**config.mk**
```make
export PLATFORM = sky130hd
export DESIGN_NAME = opcode_decoder_pipe
export DESIGN_NICKNAME = d
export VERILOG_FILES = /design/src/rtl/opcode_decoder_pipe_pkg.sv /design/src/rtl/opcode_decoder_pipe_fifo2.sv /design/src/rtl/opcode_decoder_pipe.sv
export SDC_FILE = /design/constraint.sdc
export NUM_CORES = 1
export LEC_CHECK = 0
export ABC_AREA = 1
export CORE_MARGIN = 5
export CORE_UTILIZATION = 47
export CTS_CLUSTER_SIZE = 20
export DETAILED_ROUTE_END_ITERATION = 16
export PLACE_DENSITY = 0.76
export SYNTH_ARGS = -nofsm -noshare
export SYNTH_HDL_FRONTEND = slang
export SYNTH_SLANG_ARGS = --single-unit
```
**constraint.sdc**
```tcl
create_clock -name clk -period 1.5 [get_ports clk]
set_input_delay 0.225 -clock clk [delete_from_list [all_inputs] [get_ports clk]]
set_output_delay 0.225 -clock clk [all_outputs]
set_load 0.01 [all_outputs]
```
**src/rtl/opcode_decoder_pipe_pkg.sv**
```systemverilog
// Shared defaults and opcode names for the opcode decoder pipe.
// The select width is derived from the opcode width through nsel_of().
package opcode_decoder_pipe_pkg;

    localparam int OPW_DEF  = 3;
    localparam int CNTW_DEF = 16;

    typedef enum logic [OPW_DEF-1:0] {
        OP_ALU = 3'd0,
        OP_SHF = 3'd1,
        OP_MUL = 3'd2,
        OP_DIV = 3'd3,
        OP_LD  = 3'd4,
        OP_ST  = 3'd5,
        OP_BR  = 3'd6,
        OP_SYS = 3'd7
    } opcode_e;

    function automatic int nsel_of(input int opw);
        return 1 << opw;
    endfunction

endpackage

```
**src/rtl/opcode_decoder_pipe_fifo2.sv**
```systemverilog
// Two-entry synchronous FIFO with a registered ready and 1-bit wrapping pointers.
// Read data is forced to zero while empty so downstream sees clean fields.
module fifo2_sync #(
    parameter int WIDTH = 8
) (
    input  logic             clk,
    input  logic             rst_n,
    input  logic             i_push,
    input  logic [WIDTH-1:0] i_wdata,
    input  logic             i_pop,
    output logic [WIDTH-1:0] o_rdata,
    output logic             o_full,
    output logic             o_empty,
    output logic             o_ready
);

    logic [WIDTH-1:0] r_mem [2];
    logic             r_wptr;
    logic             r_rptr;
    logic [1:0]       r_cnt;
    logic             r_rdy;
    logic             w_do_push;
    logic             w_do_pop;
    logic [1:0]       w_cnt_nxt;

    assign o_full    = (r_cnt == 2'd2);
    assign o_empty   = (r_cnt == 2'd0);
    assign o_ready   = r_rdy;
    assign w_do_push = i_push & r_rdy;
    assign w_do_pop  = i_pop & ~o_empty;
    assign w_cnt_nxt = r_cnt + 2'(w_do_push) - 2'(w_do_pop);
    assign o_rdata   = o_empty ? '0 : r_mem[r_rptr];

    // Ready comes from next occupancy, so it never depends on this cycle's pop input.
    always_ff @(posedge clk) begin
        if (!rst_n) begin
            r_mem[0] <= '0;
            r_mem[1] <= '0;
            r_wptr   <= 1'b0;
            r_rptr   <= 1'b0;
            r_cnt    <= 2'd0;
            r_rdy    <= 1'b0;
        end else begin
            if (w_do_push) begin
                r_mem[r_wptr] <= i_wdata;
                r_wptr        <= ~r_wptr;
            end
            if (w_do_pop)
                r_rptr <= ~r_rptr;
            r_cnt <= w_cnt_nxt;
            r_rdy <= (w_cnt_nxt != 2'd2);
        end
    end

endmodule

```
**src/rtl/opcode_decoder_pipe.sv**
```systemverilog
// Registered opcode -> one-hot select decoder with enable mask, illegal flag,
// a 2-entry output buffer and saturating dispatch/error counters.
module opcode_decoder_pipe
    import opcode_decoder_pipe_pkg::*;
#(
    parameter  int OPW  = OPW_DEF,
    parameter  int CNTW = CNTW_DEF,
    localparam int NSEL = nsel_of(OPW)
) (
    input  logic            clk,
    input  logic            rst_n,
    input  logic            in_valid,
    output logic            in_ready,
    input  logic [OPW-1:0]  opcode,
    input  logic [NSEL-1:0] en_mask,
    output logic            out_valid,
    input  logic            out_ready,
    output logic [NSEL-1:0] select,
    output logic            illegal,
    output logic [CNTW-1:0] disp_cnt,
    output logic [CNTW-1:0] err_cnt
);

    function automatic logic [CNTW-1:0] sat_inc(input logic [CNTW-1:0] v);
        return (&v) ? v : v + 1'b1;
    endfunction

    logic            w_legal;
    logic [NSEL-1:0] w_sel;
    logic            w_ill;
    logic            w_push;
    logic            w_pop;
    logic            w_full;
    logic            w_empty;
    logic [NSEL:0]   w_head;
    logic [CNTW-1:0] r_disp;
    logic [CNTW-1:0] r_err;

    assign w_legal = en_mask[opcode];
    assign w_sel   = w_legal ? (NSEL'(1) << opcode) : '0;
    assign w_ill   = ~w_legal;
    assign w_push  = in_valid & in_ready & ~w_full;
    assign w_pop   = out_valid & out_ready;

    fifo2_sync #(.WIDTH(NSEL + 1)) u_fifo (
        .clk     (clk),
        .rst_n   (rst_n),
        .i_push  (w_push),
        .i_wdata ({w_ill, w_sel}),
        .i_pop   (w_pop),
        .o_rdata (w_head),
        .o_full  (w_full),
        .o_empty (w_empty),
        .o_ready (in_ready)
    );

    assign out_valid = ~w_empty;
    assign select    = w_head[NSEL-1:0];
    assign illegal   = w_head[NSEL];
    assign disp_cnt  = r_disp;
    assign err_cnt   = r_err;

    // Errors are counted at acceptance, dispatches at output transfer.
    always_ff @(posedge clk) begin
        if (!rst_n) begin
            r_disp <= '0;
            r_err  <= '0;
        end else begin
            if (w_pop)
                r_disp <= sat_inc(r_disp);
            if (w_push && w_ill)
                r_err <= sat_inc(r_err);
        end
    end

endmodule

```
==> impl_metrics.csv <==
group,metric,value,unit
cts,cts_buffers,5,
detailed_routing,wl_per_cell,13.07,um
detailed_routing,dr_wl_met3,327,um
critical_path,endpoint_kind,"flop",
timing,rsz0062_at_grt,"true",
place,routabilityCongestion,0.8438,
detailed_routing,wl_met1,3317,um
detailed_routing,ant_nets,0,
critical_path,cpMostUsedCell,"nor2_4",
synth,yosysTopAreaCellShare,25.64,%
global_route,antenna_found_initial,0,
critical_path,required,1.76,ns
timing,timing.hold.ws,0.5065,ns
global_route,grt_overflow,0,
global_route,grt_pass1_vias,2855,
synth,ys.flop_type,"dfxtp_1",
power,comb_power_share,37.8,%
global_route,grt_max_degree,29,
place,io_buffers,57,
timing,relSlewSlack,77.52,%
cts,cts-htree-levels,2,
timing,layout_min_cycle_time,1.537,ns
floorplan,die_w,89.45,um
place,dp_hpwl,5331,um
cts,cts_tree,"built",
power,pwr_density_cell,1047,nW/um^2
power,p_sw,0.001590,W
power,leakage,2.003,nW
detailed_routing,vias,3076,
power,power.internal,0.003026,W
cts,clock_sinks,56,
floorplan,coreArea,6241,um^2
synth,synth_edf_count,18,
power,sequentialPowerShare,40.6,%
power,ir_drop,0.9672,mV
status,status,"finished with violations",
synth,syn_avg_cell_area,7.114,um^2
cells_and_area,nets,550,
status,violations,"setup timing",
floorplan,num_rows,29,
synth,synth.cells.most_frequent,"113 x nand2_1, 90 x nor2_1, 38 x dfxtp_1",
timing,worst_pin_slew,0.3336,ns
critical_path,critPathSlowestCell,"dfxtp_2",
job,cap_violations,0,
detailed_routing,top_layer,"met4",
critical_path,path_cells,"ha_4, nand2_4, nor2_4, nand3_4, nor2_4, buf_4, nor2_2, nand3_1, nand2_1, nor2_1",
synth,syn_nets,435,
synth,synthArstFlopShare,0,%
place,post-place-ws,-0.4244,ns
cts,cts.clk_slew.worst_paths,0.10,ns
critical_path,max_stage_delay,0.37,ns
timing,drv_slew,0,
detailed_routing,routed_wl,7973,um
critical_path,cpLargestDelayFamily,"simple AND/OR/NAND/NOR gates",
detailed_routing,drc,0,
critical_path,crit_arrival,1.79,ns
cells_and_area,drive_gt1_share,29.83,%
power,swShare,34.44,%
timing,timing.final.ws_setup,-0.03700,ns
timing,hold_viol_final,0,
min_path,min_path_type,"reg -> reg",
power,p_clk_share,21.6,%
global_route,grt_first_pass_wirelength,12480,um
timing,max_freq,650.6,MHz
synth,postSynthCellCount,417,
synth,syn_area,2967,um^2
floorplan,initial_core_util,47.53,%
synth,ys_warn_count,0,
global_route,grtUsageTotal,19.59,%
cells_and_area,n_antenna_cell,0,
timing,post-route-period-util,102.5,%
cells_and_area,area_delta_synth_final,48.63,%
critical_path,crit_type,"reg -> reg",
critical_path,cp.buffers_inverters,1,
critical_path,startpoint_type,"flop",
detailed_routing,routed-wl-met2,4223,um
detailed_routing,viasPerCell,5.043,
timing,setup_viol,11,
cts,cts-root-buf,"clkbuf_8",
critical_path,crit_fanout,4,
synth,synth.top_cells.by_area,"dfxtp_1 26%, edfxtp_1 18%, nand2_1 14%",
cts,insertion_delay,0.31,ns
synth,ys_seq_area_share,43.86,%
synth,ys_ff_latch,56,
synth,yosys.area.top_type,"dfxtp_1",
detailed_routing,dr.first_iter.drc_count,100,
detailed_routing,first_pass_iters,4,
floorplan,die_area,8000,um^2
synth,ys_types,29,
floorplan,die_h,89.45,um
synth,yosysMostFrequentCell,"nand2_1",
floorplan,pin_count,58,
timing,fin_worst_skew,0.005486,ns
cts,cts_buffer_depth,2,
==> worst register-to-register path: cells and delay by family, from the launching register on <==
family | cells | cell delay (ns)
AND/OR/NAND/NOR | 8 | 0.84
flip-flops | 1 | 0.37
adder cells (fa/ha/maj) | 1 | 0.15
buffers and inverters | 1 | 0.14
==> power by group through the flow <==
stage / registers, W / clock network [W] / logic [W]
2_1_floorplan: 0.00191 / 0 / 0.000836
4_1_cts: 0.00185 / 0.00100 / 0.00159
5_1_grt: 0.00189 / 0.00107 / 0.00192
6_report: 0.00187 / 0.000997 / 0.00175
3_5_place_dp: 0.00188 / 0 / 0.00160
3_3_place_gp: 0.00187 / 0 / 0.00155
==> flip-flops by register name, indices dropped and copies added (netlist names), named ones only <==
signal / flops
u_fifo.r_wptr: 1
disp_cnt: 16
err_cnt: 16
u_fifo.o_ready: 1
u_fifo.r_mem: 18
u_fifo.r_rptr: 1
u_fifo.r_cnt: 2
==> kinds of logic after synthesis <==
logic type | count (synthesis) | share of synthesized area (%)
XOR/XNOR | 10 | 2.952
adder cells (fa/ha/maj) | 3 | 1.265
AND/OR/NAND/NOR | 261 | 36.78
buffers and inverters | 44 | 7.254
AO/OA/AOI/OAI | 43 | 7.887
flip-flops | 56 | 43.86
==> final cells by class <==
cell class,instances,area (um^2)
inverter,32,137.6
timing repair buffer,117,1041
clock buffer,5,68.82
sequential,56,1330
tap,77,96.34
multi-input combinational,319,1685
fill,484,1832
clock inverter,3,42.54
timing repair inverter,1,7.507
==> path summary, 6_finish.rpt <==
check | start | to | slack [ns] | cells past startpoint
max reg2reg | err_cnt[0] | err_cnt[15] | -0.04 | 10
min | u_fifo.r_rptr | flop | 0.51 | 1
max | err_cnt[0] | err_cnt[15] | -0.04 | 10
min reg2reg | u_fifo.r_rptr | flop | 0.51 | 1
==> repair_timing <==
item / CTS / global route
endpoints found under the hold margin: 0 / 0
setup endpoints to repair: 65 / 66
hold buffers: 0 / 0
setup buffers: 2 / 7
pin swaps: 4 / 31
gates cloned: 2 / 2
gates resized for setup: 64 / 76
==> cells in the final DEF, fill, tap and decap left out, types with 6 or more instances in the layout <==
master	n
clkbuf_2	6
dlygate4sd2_1	26
a21oi_1	25
nand4_1	6
nor2_4	8
nor2_2	16
nand3_1	27
nand2_1	103
a21oi_2	6
nor2_1	73
inv_1	24
dfxtp_1	21
buf_6	7
buf_4	50
nor3_1	7
clkdlybuf4s50_1	15
nand2_2	12
dlymetal6s2s_1	7
edfxtp_1	18
dfxtp_2	14
==> through the flow <==
| step | total power, W | TNS, ns | utilization [%] | instances | area [um^2] |
|---|---|---|---|---|---|
| 3_3_place_gp | 0.003422 | -10.61 | 64.51 | 590 | 4026 |
| 5_1_grt | 0.004890 | -2.189 | 70.65 | 610 | 4409 |
| 6_report | 0.004616 | -0.1538 | 70.65 | 610 | 4409 |
| 4_1_cts | 0.004446 | -0.01003 | 66.64 | 601 | 4159 |
| 2_1_floorplan | 0.002749 | -0.09103 | - | 417 | 3015 |
| 3_5_place_dp | 0.003481 | -12.87 | 64.51 | 590 | 4026 |
==> metal layers <==
layer  up-vias  GRT usage [%]
met5         -              0
met4         0          7.848
met3        13          3.041
met2        68          34.96
met1      1425          23.42
li1       1570              -
(Power assumes the default switching activity.)
